==> config.mk <==
export PLATFORM = sky130hd
export DESIGN_NAME = stream_demux_1ton_flat
export DESIGN_NICKNAME = d
export VERILOG_FILES = /design/src/rtl/stream_demux_1ton_if.sv /design/src/rtl/stream_demux_1ton.sv /design/src/flat_wrapper.sv
export SDC_FILE = /design/constraint.sdc
export NUM_CORES = 1
export LEC_CHECK = 0
export BUFFER_PORTS_ARGS = -buffer_cell sky130_fd_sc_hd__buf_2
export CAP_MARGIN = 25
export CORE_MARGIN = 3
export CORE_UTILIZATION = 53
export CTS_BUF_LIST = sky130_fd_sc_hd__clkbuf_4 sky130_fd_sc_hd__clkbuf_8
export DETAILED_ROUTE_END_ITERATION = 7
export GPL_TIMING_DRIVEN = 0
export PLACE_DENSITY = 0.8
export SLEW_MARGIN = 5
export SYNTH_ARGS = -nofsm -noshare
export SYNTH_HDL_FRONTEND = slang
export SYNTH_SLANG_ARGS = --single-unit
==> constraint.sdc <==
create_clock -name clk -period 3.8 [get_ports clk]
set_clock_uncertainty 0.2 [all_clocks]
set_input_delay 0.38 -clock clk [delete_from_list [all_inputs] [get_ports clk]]
set_output_delay 0.38 -clock clk [all_outputs]
set_load 0.1 [all_outputs]
==> src/rtl/stream_demux_1ton_if.sv <==
// rtl/stream_demux_1ton_if.sv - producer and per-channel consumer bus for stream_demux_1ton
interface stream_demux_1ton_if #(
  parameter int DATA_W = 8,
  parameter int NUM_CH = 8,
  parameter int SEL_W  = 3
);
  logic                     in_valid;
  logic                     in_ready;
  logic [DATA_W-1:0]        in_data;
  logic [SEL_W-1:0]         in_sel;
  logic                     in_last;
  logic [NUM_CH-1:0]        out_valid;
  logic [NUM_CH-1:0]        out_ready;
  logic [NUM_CH*DATA_W-1:0] out_data;
  logic [NUM_CH-1:0]        out_last;
  logic                     err_sel;
  logic                     busy;

  // Environment side: drives beats and consumer readiness.
  modport master (
    output in_valid, in_data, in_sel, in_last, out_ready,
    input  in_ready, out_valid, out_data, out_last, err_sel, busy
  );

  // Demux side.
  modport slave (
    input  in_valid, in_data, in_sel, in_last, out_ready,
    output in_ready, out_valid, out_data, out_last, err_sel, busy
  );
endinterface

==> src/rtl/stream_demux_1ton.sv <==
// rtl/stream_demux_1ton.sv - packet-locked 1-to-N stream demux with one-deep slot per channel
module stream_demux_1ton #(
  parameter int DATA_W = 8,
  parameter int NUM_CH = 8,
  parameter int SEL_W  = 3
) (
  input  logic                clk,
  input  logic                rst,
  stream_demux_1ton_if.slave  bus
);

  typedef enum logic [1:0] {IDLE, PKT, DROP} state_t;

  state_t                   state_q, state_d;
  logic [SEL_W-1:0]         route_q, route_d;
  logic [NUM_CH-1:0]        out_valid_q, out_valid_d;
  logic [NUM_CH-1:0]        out_last_q, out_last_d;
  logic [NUM_CH*DATA_W-1:0] out_data_q, out_data_d;
  logic                     err_q, err_d;

  logic                     sel_ok;
  logic                     deliver;
  logic                     in_ready_c;
  logic                     accept;
  logic [SEL_W-1:0]         target;
  logic [NUM_CH-1:0]        load;

  // Resolve the beat's destination and whether that slot can take it this cycle.
  always_comb begin
    sel_ok     = ({1'b0, bus.in_sel} < (SEL_W+1)'(NUM_CH));
    target     = (state_q == PKT) ? route_q : bus.in_sel;
    deliver    = (state_q == PKT) || ((state_q == IDLE) && sel_ok);
    in_ready_c = 1'b1;
    if (deliver) begin
      in_ready_c = 1'b0;
      for (int i = 0; i < NUM_CH; i++) begin
        if (target == SEL_W'(i)) begin
          in_ready_c = !out_valid_q[i] || bus.out_ready[i];
        end
      end
    end
    accept = bus.in_valid && in_ready_c;
    load   = '0;
    for (int i = 0; i < NUM_CH; i++) begin
      load[i] = accept && deliver && (target == SEL_W'(i));
    end
  end

  // Packet framing: lock the route on the first beat, drop bad-select packets whole.
  always_comb begin
    state_d = state_q;
    route_d = route_q;
    err_d   = 1'b0;
    if (accept) begin
      case (state_q)
        IDLE: begin
          if (sel_ok) begin
            route_d = bus.in_sel;
            state_d = bus.in_last ? IDLE : PKT;
          end else begin
            err_d   = 1'b1;
            state_d = bus.in_last ? IDLE : DROP;
          end
        end
        PKT, DROP: begin
          if (bus.in_last) state_d = IDLE;
        end
        default: state_d = IDLE;
      endcase
    end
  end

  // Per-channel slots: a load wins over a drain; payload holds once drained.
  always_comb begin
    out_valid_d = out_valid_q;
    out_data_d  = out_data_q;
    out_last_d  = out_last_q;
    for (int i = 0; i < NUM_CH; i++) begin
      if (load[i]) begin
        out_valid_d[i]                  = 1'b1;
        out_data_d[i*DATA_W +: DATA_W]  = bus.in_data;
        out_last_d[i]                   = bus.in_last;
      end else if (bus.out_ready[i]) begin
        out_valid_d[i] = 1'b0;
      end
    end
  end

  // State, route and slot registers.
  always_ff @(posedge clk or posedge rst) begin
    if (rst) begin
      state_q     <= IDLE;
      route_q     <= '0;
      out_valid_q <= '0;
      out_data_q  <= '0;
      out_last_q  <= '0;
      err_q       <= 1'b0;
    end else begin
      state_q     <= state_d;
      route_q     <= route_d;
      out_valid_q <= out_valid_d;
      out_data_q  <= out_data_d;
      out_last_q  <= out_last_d;
      err_q       <= err_d;
    end
  end

  assign bus.in_ready  = in_ready_c;
  assign bus.out_valid = out_valid_q;
  assign bus.out_data  = out_data_q;
  assign bus.out_last  = out_last_q;
  assign bus.err_sel   = err_q;
  assign bus.busy      = (state_q != IDLE);

endmodule

==> src/flat_wrapper.sv <==
// flat-port wrapper written by rule: the top's interface ports become plain ports
module stream_demux_1ton_flat 
#(
  parameter int DATA_W = 8,
  parameter int NUM_CH = 8,
  parameter int SEL_W  = 3
)
  (clk, rst, bus_in_valid, bus_in_data, bus_in_sel, bus_in_last, bus_out_ready, bus_in_ready, bus_out_valid, bus_out_data, bus_out_last, bus_err_sel, bus_busy);
  stream_demux_1ton_if #(.DATA_W(DATA_W), .NUM_CH(NUM_CH), .SEL_W(SEL_W)) bus_i ();
  input  logic clk;
  input  logic rst;
  input wire logic [$bits(bus_i.in_valid)-1:0] bus_in_valid;
  input wire logic [$bits(bus_i.in_data)-1:0] bus_in_data;
  input wire logic [$bits(bus_i.in_sel)-1:0] bus_in_sel;
  input wire logic [$bits(bus_i.in_last)-1:0] bus_in_last;
  input wire logic [$bits(bus_i.out_ready)-1:0] bus_out_ready;
  output wire logic [$bits(bus_i.in_ready)-1:0] bus_in_ready;
  output wire logic [$bits(bus_i.out_valid)-1:0] bus_out_valid;
  output wire logic [$bits(bus_i.out_data)-1:0] bus_out_data;
  output wire logic [$bits(bus_i.out_last)-1:0] bus_out_last;
  output wire logic [$bits(bus_i.err_sel)-1:0] bus_err_sel;
  output wire logic [$bits(bus_i.busy)-1:0] bus_busy;
  assign bus_i.in_valid = bus_in_valid;
  assign bus_i.in_data = bus_in_data;
  assign bus_i.in_sel = bus_in_sel;
  assign bus_i.in_last = bus_in_last;
  assign bus_i.out_ready = bus_out_ready;
  assign bus_in_ready = bus_i.in_ready;
  assign bus_out_valid = bus_i.out_valid;
  assign bus_out_data = bus_i.out_data;
  assign bus_out_last = bus_i.out_last;
  assign bus_err_sel = bus_i.err_sel;
  assign bus_busy = bus_i.busy;
  stream_demux_1ton #(.DATA_W(DATA_W), .NUM_CH(NUM_CH), .SEL_W(SEL_W)) u_core (.clk(clk), .rst(rst), .bus(bus_i));
endmodule
# Word level (Yosys, flattened, before mapping)
# Index checks and enable logic that the tools add are counted.
[op_classes] n_eq_ne=10 mux=29 n_reduce_logical=41
[ops] op="two-way mux 1 bit" n=26
[ops] op="nonzero test 2 bit" n=9
[ops] op="equality test 3 bit, second input constant" n=4
[ops] op="logical AND 1 bit" n=10
[ops] op="logical OR 1 bit" n=9
[ops] op="zero test 1 bit" n=8
[ops] op="equality test 3 x 2 -> 1 bit, second input constant" n=2
[ops] op="one-hot mux 2 bit (2 select lines)" n=1
[ops] op="AND reduction 2 bit" n=2
[ops] op="equality test 3 x 1 -> 1 bit, second input constant" n=1
[ops] op="zero test 3 bit" n=1
[ops] op="two-way mux 3 bit" n=1
[ops] op="equality test 2 x 1 -> 1 bit, second input constant" n=1
[ops] op="equality test 2 bit, second input constant" n=1
[ops] op="zero test 2 bit" n=1
[ops] op="two-way mux 2 bit" n=1
[ops] op="inequality test 2 bit, second input constant" n=1
[ops] op="OR reduction 2 bit" n=1
[totals] register_bits=85 inputBits=23 output_inout_bits=83 word_cells=106

# Depth between registers and ports, before layout
# Gate-level depths: netlist of run 1.
[logic_depth] word_depth=16 depth_mapped=7 ltp_nobuf=5

# Least setup slack after synthesis of run 1
# No wires, ideal clock.
[synth_timing] path_type="register -> output" from="register u_core.state_q[0]" to="output port bus_in_ready" t_arrival_ns=2.687 t_required_ns=3.220 path_slack_ns=0.533 path_stages_with_launch=6 n_path_buf=1 cell_sequence="dfrtp_1 > buf_6 > mux2_4 > mux2_2 > a22oi_2 > nand2_1"
[synth_between] elab_chain_cells=12 word_cells_on_any_way=21 classes_between="8 x eq/ne; 10 x mux; 3 x reduce/logical"
[synth_lines] item="start: declaration" line_no="stream_demux_1ton.sv:14" text="state_t state_q, state_d;"
[synth_lines] item="start signal: assignment" line_no="stream_demux_1ton.sv:99" text="state_q <= state_d;"
[synth_lines] item="equality test 2 x 1 -> 1 bit" line_no="stream_demux_1ton.sv:31, stream_demux_1ton.sv:32"
[synth_lines] item="two-way mux 3 bit" line_no="stream_demux_1ton.sv:31" text="target = (state_q == PKT) ? route_q : bus.in_sel;"
[synth_lines] item="zero test 3 bit" line_no="stream_demux_1ton.sv:37" text="if (target == SEL_W'(i)) begin"
[synth_lines] item="two-way mux 1 bit (8 in series)" line_no="stream_demux_1ton.sv:37"
[synth_lines] item="two-way mux 1 bit (*)" line_no="stream_demux_1ton.sv:34" text="if (deliver) begin"
[synth_lines] item="end: declaration" line_no="flat_wrapper.sv:17" text="output wire logic [$bits(bus_i.in_ready)-1:0] bus_in_ready;"
# Every way passes the cells marked *; elsewhere a longest branch is shown, timed or not.

# Worst setup path in the final report of run 1
[layout_timing] from="register u_core.state_q[0]" to="register u_core.out_data_q[18] (netlist: u_core.bus.out_data[18])"
[layout_between] elab_chain_cells=15 word_cells_on_any_way=24 classes_between="8 x eq/ne; 10 x mux; 6 x reduce/logical"
[layout_lines] item="equality test 2 x 1 -> 1 bit" line_no="stream_demux_1ton.sv:31, stream_demux_1ton.sv:32"
[layout_lines] item="two-way mux 3 bit" line_no="stream_demux_1ton.sv:31"
[layout_lines] item="zero test 3 bit" line_no="stream_demux_1ton.sv:37"
[layout_lines] item="two-way mux 1 bit (8 in series)" line_no="stream_demux_1ton.sv:37"
[layout_lines] item="two-way mux 1 bit" line_no="stream_demux_1ton.sv:34"
[layout_lines] item="logical AND 1 bit" line_no="stream_demux_1ton.sv:42" text="accept = bus.in_valid && in_ready_c;"
[layout_lines] item="logical AND 1 bit" line_no="stream_demux_1ton.sv:45" text="load[i] = accept && deliver && (target == SEL_W'(i));"
[layout_lines] item="logical AND 1 bit (*)" line_no="stream_demux_1ton.sv:45"
[layout_lines] item="end signal: assignment" line_no="stream_demux_1ton.sv:102" text="out_data_q <= out_data_d;"
[layout_lines] item="end: declaration" line_no="stream_demux_1ton.sv:18" text="logic [NUM_CH*DATA_W-1:0] out_data_q, out_data_d;"
# Marks and branches as above.
# A chain may end at the register's enable or synchronous reset.

==> impl_metrics.csv, run 1 <==
group,metric,value,unit
logic_synthesis,synth_nets,249,
clock_tree,postCtsSetupRepairBufs,0,
min_path,holdCritStartpoint,"bus_in_sel[2]",
worst_setup_path,reg2reg_to,"u_core.bus.out_data[18]$_DFFE_PP0P_",
timing,fmax,0.334,GHz
drt,drc,0,
worst_setup_path,r2r.worst_path.cells,7,
drt,wirelength,7490,um
worst_setup_path,end_kind,"flip-flop",
outcome,status,"completed",
worst_setup_path,timing.rr.start,"u_core.state_q[0]$_DFFE_PP0P_",
logic_synthesis,yosys.cell_types.count,34,
timing,period_minus_slack,2990,ps
clock_tree,cts_hold_buf,2,
timing,finalSetupViolCount,0,
logic_synthesis,synthCells,226,
global_route,grt_overflow,0,
min_path,hp-class,"input port to flip-flop",
logic_synthesis,synthTopCellsByCount,"dfrtp_1, mux2_2, nand2_1, inv_1",
drt,vias,2251,
floorplanning,die_y,86.3,um
clock_tree,cts_buffer_depth,2,
timing,slew-limit-headroom,41.2,%
clock_tree,cts_root_buffer,"clkbuf_8",
worst_setup_path,startpoint_type,"flip-flop",
finish,syn2layout_area_growth,26.8,%
drt,firstDrtPassIters,4,
logic_synthesis,synth_warnings,0,
worst_setup_path,critical-path-slowest-cell,"a2111oi_4",
timing,tns,0,ps
placed_design,io_buffers,104,
clock_tree,htreeDepth,3,
min_path,whs_path_depth,2,
logic_synthesis,async_flop_share,100,%
logic_synthesis,syn_area_per_cell,15.1,um2
flow_run,max_cap_violations,0,
floorplanning,num_io_pins,106,
clock_tree,path_clk_slew,80,ps
floorplanning,die_w,86.3,um
floorplanning,core-area,6100,um2
worst_setup_path,crit_type,"flip-flop to flip-flop",
clock_tree,numCtsBuffers,9,
clock_tree,cts_tree,"built",
drt,wire_per_inst,17.7,um
floorplanning,dieArea,7440,um2
clock_tree,clock-sinks,84,
floorplanning,initial_core_util,56.0,%
worst_setup_path,critPathArrivalTime,3020,ps
placed_design,dp_hpwl,5240,um
drt,viasPerCell,5.31,
clock_tree,cts_resized,0,
drt,drt-initial-drc-count,70,
timing,slew_viol_final,0,
placed_design,place_ws,793,ps
finish,final_core_util,71.0,%
timing,setup_ws,809,ps
min_path,min_to,"u_core.route_q[2]$_DFFE_PP0P_",
finish,diodes,0,
logic_synthesis,yosysSeqAreaShare,61.6,%
timing,grt_setup_unrepaired,"no",
global_route,grt_max_degree,48,
finish,drive_gt1_share,61.3,%
logic_synthesis,yosysMostFrequentCell,"dfrtp_1",
floorplanning,rows,28,
global_route,grt_pass1_wl,11800,um
placed_design,gp_congestion,0.797,
logic_synthesis,yosysTopAreaCell,"dfrtp_1",
worst_setup_path,reg2reg_setup_slack,810,ps
worst_setup_path,crit_chain,"buf_6 > nor2_1 > a32oi_1 > o32a_1 > buf_2 > a2111oi_4 > mux2_2",
worst_setup_path,worstPathRequired,3830,ps
worst_setup_path,slowest_delay,790,ps
timing,tightest_slew,882,ps
finish,final_nets,367,
global_route,grt_usage,21.3,%
logic_synthesis,synth_top_area_share,61.6,%
logic_synthesis,syn_area,3410,um2
drt,antenna_left,0,
logic_synthesis,yosys_register_bits,84,
global_route,grt_pass1_vias,2214,
finish,fill_cells,446,
logic_synthesis,synth-edff-count,0,
clock_tree,clk_latency,340,ps
timing,hold_viol,0,
logic_synthesis,synthFlopType,"dfrtp_1",
global_route,antenna_found_initial,0,
worst_setup_path,path_max_fanout,10,
timing,layout_worst_path_cycle_share,78.7,%
logic_synthesis,synthTopCellsByArea,"dfrtp_1, mux2_2, nand2_1, a21oi_2, inv_1",
==> cell usage in the layout (no fill, tap or decap), types with 2 or more instances in the layout <==
cell           Yosys  layout
dfrtp_1           84      84
mux2i_1            3       3
inv_1              9       8
nand3_1            2       2
a22oi_2            2       2
nand2_1           10      10
buf_2              1     105
nor2b_1            2       2
or2_2              3       3
clkbuf_8           0      10
and3_1             2       2
a21o_1             2       2
bufinv_16          0       3
mux2_2            75      75
a21oi_2            4       4
nor2_1             4       4
dlygate4sd3_1      0       2
nand2b_1           4       4
==> critical path, delay by kind of cell (launching register included) <==
kind	cells	cell delay [ps]
AO/OA/AOI/OAI	3	1390
buffers and inverters	2	330
flip-flops	1	410
multiplexers	1	410
AND/OR/NAND/NOR	1	120
==> cells by family after synthesis <==
| group | synth area share [%] |
|---|---|
| AO/OA/AOI/OAI | 5.72 |
| buffers and inverters | 1.69 |
| flip-flops | 61.6 |
| multiplexers | 26.7 |
| other | 0.110 |
| AND/OR/NAND/NOR | 4.21 |
==> how the worst max path moves through the flow <==
| stage | end | slack [ps] | from | cells after the start |
|---|---|---|---|---|
| 2_1_floorplan | bus_in_ready | 530 | u_core.state_q[0]$_DFFE_PP0P_ | 5 |
| 3_3_place_gp | u_core.bus.out_data[45]$_DFFE_PP0P_ | 110 | rst | 2 |
| 3_5_place_dp | u_core.bus.out_data[19]$_DFFE_PP0P_ | 790 | u_core.state_q[0]$_DFFE_PP0P_ | 6 |
| 4_1_cts | u_core.bus.out_data[18]$_DFFE_PP0P_ | 780 | u_core.state_q[0]$_DFFE_PP0P_ | 7 |
| 5_1_grt | u_core.bus.out_data[18]$_DFFE_PP0P_ | 680 | u_core.state_q[0]$_DFFE_PP0P_ | 6 |
| 6_report | u_core.bus.out_data[18]$_DFFE_PP0P_ | 810 | u_core.state_q[0]$_DFFE_PP0P_ | 7 |
==> metal layers <==
layer  global-route usage [%]  part of all wire [%]  up-vias
li1                         -                     -     1049
met1                     28.8                    45     1118
met2                     32.7                    46       78
met3                     7.60                   7.8        6
met4                     6.37                  0.95        0
met5                        0                     0        -
==> flip-flops by register name (all words and copies together) (netlist names) <==
| signal | flops |
|---|---|
| u_core.bus.out_valid | 8 |
| u_core.route_q | 3 |
| u_core.state_q | 1 |
| u_core.bus.out_data | 64 |
| u_core.bus.out_last | 8 |
==> metrics by stage <==
step	instance area, um2	hold WS (ps)	cells
after floorplan	3410	265	226
after global placement	4030	275	405
after detailed placement	4060	251	406
after CTS	4330	99.9	424
after global routing	4330	108	424
final	4330	112	424
==> cell type report <==
type | instances | area [um2] | area share (%)
Sequential cell | 84 | 2100 | 48.5
Tap cell | 75 | 93.8 | 2.17
Timing Repair Buffer | 107 | 568 | 13.1
Buffer | 3 | 23.8 | 0.549
Inverter | 9 | 36.3 | 0.838
Multi-Input combinational cell | 130 | 1250 | 29.0
Clock buffer | 11 | 145 | 3.35
Clock inverter | 5 | 106 | 2.46
Power of run 1 is left out: the tool's default activity adds up to more than one toggle a clock period on the data nets, which glitch-free logic cannot reach.
==> run 2: changes to the inputs <==
- ABC_AREA: default -> 1
- CORE_UTILIZATION: 53 -> 49
- PLACE_DENSITY: 0.8 -> 0.77
- clock period: 3.8 -> 2.6 ns (I/O delays scaled with it)
==> impl_metrics.csv, run 2 <==
group,metric,value,unit
worst_setup_path,startpoint_type,"input port",
logic_synthesis,yosysSeqAreaShare,55.3,%
clock_tree,clock-sinks,84,
clock_tree,htreeDepth,3,
outcome,status,"completed",
floorplanning,die_y,94.1,um
finish,instances_no_fill,643,
logic_synthesis,synthCells,418,
logic_synthesis,synthTopCellsByCount,"nand2_1, dfrtp_1, nand4_1, inv_1, buf_1",
clock_tree,cts_root_buffer,"clkbuf_8",
timing,fmax,0.412,GHz
logic_synthesis,synth_warnings,0,
drt,drc,0,
floorplanning,initial_core_util,51.3,%
logic_synthesis,synthFlopType,"dfrtp_1",
global_route,grt_usage,24.4,%
floorplanning,rows,31,
worst_setup_path,critical-path-slowest-cell,"dlygate4sd3_1",
placed_design,gp_congestion,0.878,
worst_setup_path,path_max_fanout,10,
logic_synthesis,syn_area_per_cell,9.10,um2
timing,slew_viol_final,0,
worst_setup_path,worstPathRequired,2140,ps
worst_setup_path,critPathBufInv,5,
timing,hold_viol,0,
logic_synthesis,async_flop_share,100,%
finish,diodes,0,
placed_design,dp_hpwl,7380,um
timing,tightest_slew,867,ps
floorplanning,dieArea,8860,um2
worst_setup_path,critPathArrivalTime,1970,ps
logic_synthesis,synth-edff-count,0,
logic_synthesis,yosys.cell_types.count,24,
timing,grt_setup_unrepaired,"no",
timing,period_minus_slack,2430,ps
finish,final_common_cell,"nand2_1",
logic_synthesis,synth_nets,441,
drt,viasPerCell,5.45,
logic_synthesis,yosysTopAreaCell,"dfrtp_1",
finish,final_nets,562,
clock_tree,numCtsBuffers,9,
timing,slew-limit-headroom,42.2,%
clock_tree,cts_tree,"built",
worst_setup_path,slowest_delay,540,ps
drt,firstDrtPassIters,5,
finish,layout_common_cells,"nand2_1, buf_2, dfrtp_1",
worst_setup_path,end_kind,"primary output",
drt,antenna_left,0,
finish,drive_gt1_share,30.1,%
worst_setup_path,crit_type,"input port to primary output",
global_route,grt_max_degree,40,
logic_synthesis,synthTopCellsByArea,"dfrtp_1, nand2_1, nand4_1, nand3_4, buf_6",
drt,drt-initial-drc-count,203,
global_route,grt_pass1_vias,3298,
min_path,hp-class,"input port to flip-flop",
timing,layout_worst_path_cycle_share,93.4,%
logic_synthesis,syn_area,3800,um2
flow_run,max_cap_violations,0,
timing,tns,0,ps
floorplanning,core-area,7410,um2
logic_synthesis,yosys_register_bits,84,
worst_setup_path,cpLargestDelayFamily,"buffers and inverters",
drt,vias,3503,
placed_design,place_inst,613,
floorplanning,num_io_pins,106,
clock_tree,cts_buffer_depth,2,
timing,finalSetupViolCount,0,
clock_tree,clk_latency,350,ps
finish,syn2layout_area_growth,26.3,%
logic_synthesis,synth_top_area_share,55.3,%
floorplanning,die_w,94.1,um
worst_setup_path,crit_path_frequent_cell,"nand2_2",
global_route,grt_overflow,0,
global_route,antenna_found_initial,0,
placed_design,io_buffers,94,
finish,largest_reg_flops,64,
drt,wirelength,10500,um
logic_synthesis,yosysMostFrequentCell,"nand2_1",
clock_tree,path_clk_slew,80,ps
drt,wire_per_inst,16.3,um
worst_setup_path,crit_chain,"dlygate4sd3_1 > buf_2 > inv_1 > nand2_2 > nand2_4 > inv_2 > nor2_1 > o21ai_1 > nand3_2 > nand2_2 > nand3_4 > buf_12",
global_route,grt_pass1_wl,16600,um
[run 2: final cells by class]
type                       count  area, um2
multi-input combinational    284       1450
inverter                      17       70.1
clock inverter                 4       47.5
sequential                    84       2100
tap                           99        124
timing repair buffer         111        661
clock buffer                  12        159
buffer                        32        186
fill                         630       2610
[run 2: metal layers]
metal  routed length, um  global-route usage, %
met1                4410                   33.5
met2                4920                   39.0
met3                 992                   5.93
met4                 148                   6.14
met5                   0                      0
[run 2: cells by family after synthesis]
kind of cell / after synthesis / share of synthesized area (%)
AOI/OAI and AO/OA: 10 / 1.38
buffers and inverters: 50 / 6.71
DFF: 84 / 55.3
other: 1 / 0.0986
and+or+nand+nor: 273 / 36.5
[run 2: worst paths after layout]
path                                                     from                            endpoint  cells after the start  slack [ps]
min in group asynchronous                                 rst  u_core.bus.out_data[3]$_DFFE_PP0P_                      3         260
max reg2reg                     u_core.state_q[0]$_DFFE_PP0P_       u_core.route_q[1]$_DFFE_PP0P_                     12         280
min                                             bus_in_sel[1]       u_core.route_q[1]$_DFFE_PP0P_                      3           9
min reg2reg                u_core.bus.out_data[9]$_DFFE_PP0P_  u_core.bus.out_data[9]$_DFFE_PP0P_                      2         270
max in group asynchronous                                 rst       u_core.state_q[0]$_DFFE_PP0P_                      5        1170
max                                             bus_in_sel[2]                        bus_in_ready                     12         170
[run 2: what timing repair did]
action                                 4_1_cts  5_1_grt
setup endpoints to repair                    1        1
gates resized for setup                      4        3
pin swaps                                    0        0
endpoints found under the hold margin       26        0
cloned                                       0        0
hold buffers                                 9        0
setup buffers                                0        6
[run 2: worst min-delay path: cells and delay by family]
kind,cells,cell delay [ps]
buffers and inverters,1,110
AND/OR/NAND/NOR,2,140
[run 2: per-stage QoR]
step                utilization [%]  hold slack [ps]  worst slack [ps]  instance area [um2]
finish                         64.8             9.06               171                 4800
global route                   64.8             25.4              14.3                 4800
CTS                            64.1            0.416              90.5                 4750
detailed placement             60.0              106              75.2                 4440
global placement               59.4              243               112                 4400
floorplan                         -              141              -214                 3810
Power of run 2 is left out for the same reason.
==> run 3: changes to the inputs <==
- CORE_UTILIZATION: 49 -> 54
- GPL_TIMING_DRIVEN: 0 -> default
- PLACE_DENSITY: 0.77 -> 0.8
- clock period: 2.6 -> 2.7 ns (I/O delays scaled with it)
==> impl_metrics.csv, run 3 (synthesis gave the netlist of run 2 again) <==
group,metric,value,unit
outcome,status,"completed",
clock_tree,cts_tree,"built",
worst_setup_path,startpoint_type,"flip-flop",
clock_tree,cts_buffer_depth,2,
drt,vias,3412,
min_path,whs_path_depth,3,
drt,drt-initial-drc-count,307,
min_path,holdCritStartpoint,"bus_in_sel[2]",
floorplanning,core-area,6570,um2
worst_setup_path,cpLargestDelayFamily,"simple AND/OR/NAND/NOR gates",
floorplanning,initial_core_util,57.9,%
timing,layout_worst_path_cycle_share,95.7,%
floorplanning,die_w,89.9,um
global_route,grt_max_degree,86,
floorplanning,num_io_pins,106,
clock_tree,clk_latency,340,ps
timing,hold_viol,0,
finish,multi_input_area,1450,um2
min_path,min_to,"u_core.route_q[2]$_DFFE_PP0P_",
worst_setup_path,crit_type,"flip-flop to primary output",
clock_tree,cts_root_buffer,"clkbuf_8",
timing,fmax,0.387,GHz
worst_setup_path,slowest_delay,440,ps
drt,viasPerCell,5.55,
worst_setup_path,end_kind,"primary output",
placed_design,gp_congestion,0.872,
finish,drive_gt1_share,30.3,%
clock_tree,clock-sinks,84,
clock_tree,path_clk_slew,70,ps
worst_setup_path,critPathArrivalTime,2110,ps
worst_setup_path,reg2reg_setup_slack,490,ps
worst_setup_path,crit_chain,"inv_2 > nand2_2 > nand2_2 > inv_2 > nand4_1 > nand2_1 > nor2_1 > nand3_2 > nand2_2 > nand3_4 > buf_12 > buf_12",
global_route,grt_pass1_wl,15900,um
global_route,grt_pass1_vias,3099,
clock_tree,htreeDepth,3,
finish,seq_area,2100,um2
worst_setup_path,critPathBufInv,4,
drt,drc,0,
min_path,hp-class,"input port to flip-flop",
timing,slew-limit-headroom,52.6,%
floorplanning,die_y,89.9,um
placed_design,dp_hpwl,6610,um
finish,final_common_cell,"nand2_1",
floorplanning,dieArea,8090,um2
drt,wirelength,10000,um
finish,layout_common_cells,"nand2_1, buf_2, dfrtp_1",
worst_setup_path,critical-path-slowest-cell,"dfrtp_1",
placed_design,place_area,4380,um2
worst_setup_path,worstPathRequired,2230,ps
worst_setup_path,reg2reg_to,"u_core.bus.out_data[10]$_DFFE_PP0P_",
worst_setup_path,r2r.worst_path.cells,11,
worst_setup_path,crit_path_frequent_cell,"nand2_2",
global_route,antenna_found_initial,0,
drt,firstDrtPassIters,5,
worst_setup_path,path_max_fanout,23,
drt,antenna_left,0,
timing,finalSetupViolCount,0,
finish,final_nets,541,
finish,final_core_util,71.1,%
placed_design,io_buffers,104,
finish,fin_area,4670,um2
global_route,grt_usage,24.3,%
clock_tree,numCtsBuffers,9,
drt,wire_per_inst,16.3,um
finish,fill_cells,508,
global_route,grt_overflow,0,
finish,diodes,0,
timing,tns,0,ps
timing,period_minus_slack,2580,ps
flow_run,max_cap_violations,0,
timing,tightest_slew,710,ps
finish,largest_reg_flops,64,
finish,syn2layout_area_growth,22.7,%
timing,slew_viol_final,0,
floorplanning,rows,29,
worst_setup_path,timing.rr.start,"u_core.state_q[0]$_DFFE_PP0P_",
[run 3: cell types whose count changed in the layout (fill, tap and decap cells not counted), sizes merged]
cell / delta
clkinvlp: -2
clkbuf: -10
buf: -8
clkinv: +1
bufinv: -1
dlygate4sd3: -2
[run 3: how the worst max path moves through the flow]
stage          cells past startpoint  slack, ps                          start                             endpoint
5_1_grt                           12         -2  u_core.state_q[0]$_DFFE_PP0P_                         bus_in_ready
2_1_floorplan                      9       -110  u_core.state_q[0]$_DFFE_PP0P_  u_core.bus.out_data[24]$_DFFE_PP0P_
3_3_place_gp                       9        560  u_core.state_q[0]$_DFFE_PP0P_                         bus_in_ready
6_report                          12        120  u_core.state_q[0]$_DFFE_PP0P_                         bus_in_ready
3_5_place_dp                       9        430  u_core.state_q[0]$_DFFE_PP0P_                         bus_in_ready
4_1_cts                            9         10  u_core.state_q[0]$_DFFE_PP0P_                         bus_in_ready
[run 3: worst register-to-register path: cells and delay by family (launching register included)]
| kind | cells | cell delay (ps) |
|---|---|---|
| compound gates | 1 | 160 |
| buf+inv | 2 | 360 |
| flops | 1 | 440 |
| simple gates | 8 | 920 |
[run 3: layout make-up]
| type | count | area share (%) |
|---|---|---|
| Timing Repair Buffer | 122 | 16.2 |
| Tap cell | 93 | 2.49 |
| Inverter | 17 | 1.39 |
| Multi-Input combinational cell | 284 | 31.1 |
| Clock buffer | 13 | 3.57 |
| Sequential cell | 84 | 45.0 |
| Clock inverter | 2 | 0.214 |
[run 3: what timing repair did]
item                                    in CTS  in global routing
hold buffers                                 7                  0
endpoints found under the hold margin       46                  0
resized for setup                            0                  1
buffers inserted                             0                  1
endpoints found under the setup margin       0                  1
[run 3: layer usage]
metal  track usage, %  wire length, um
met5                0                0
met4             8.42              201
met3             5.43              856
met2             38.8             4810
met1             33.1             4130
[run 3: stage by stage]
stage / hold WS, ps / instances / worst slack, ps
after detailed placement: 207 / 591 / 434
final: 8.00 / 615 / 117
after global routing: 16.6 / 615 / -2.39
after floorplan: 151 / 418 / -114
after CTS: 1.38 / 613 / 10.7
after global placement: 196 / 591 / 560
Power of run 3 is left out for the same reason.
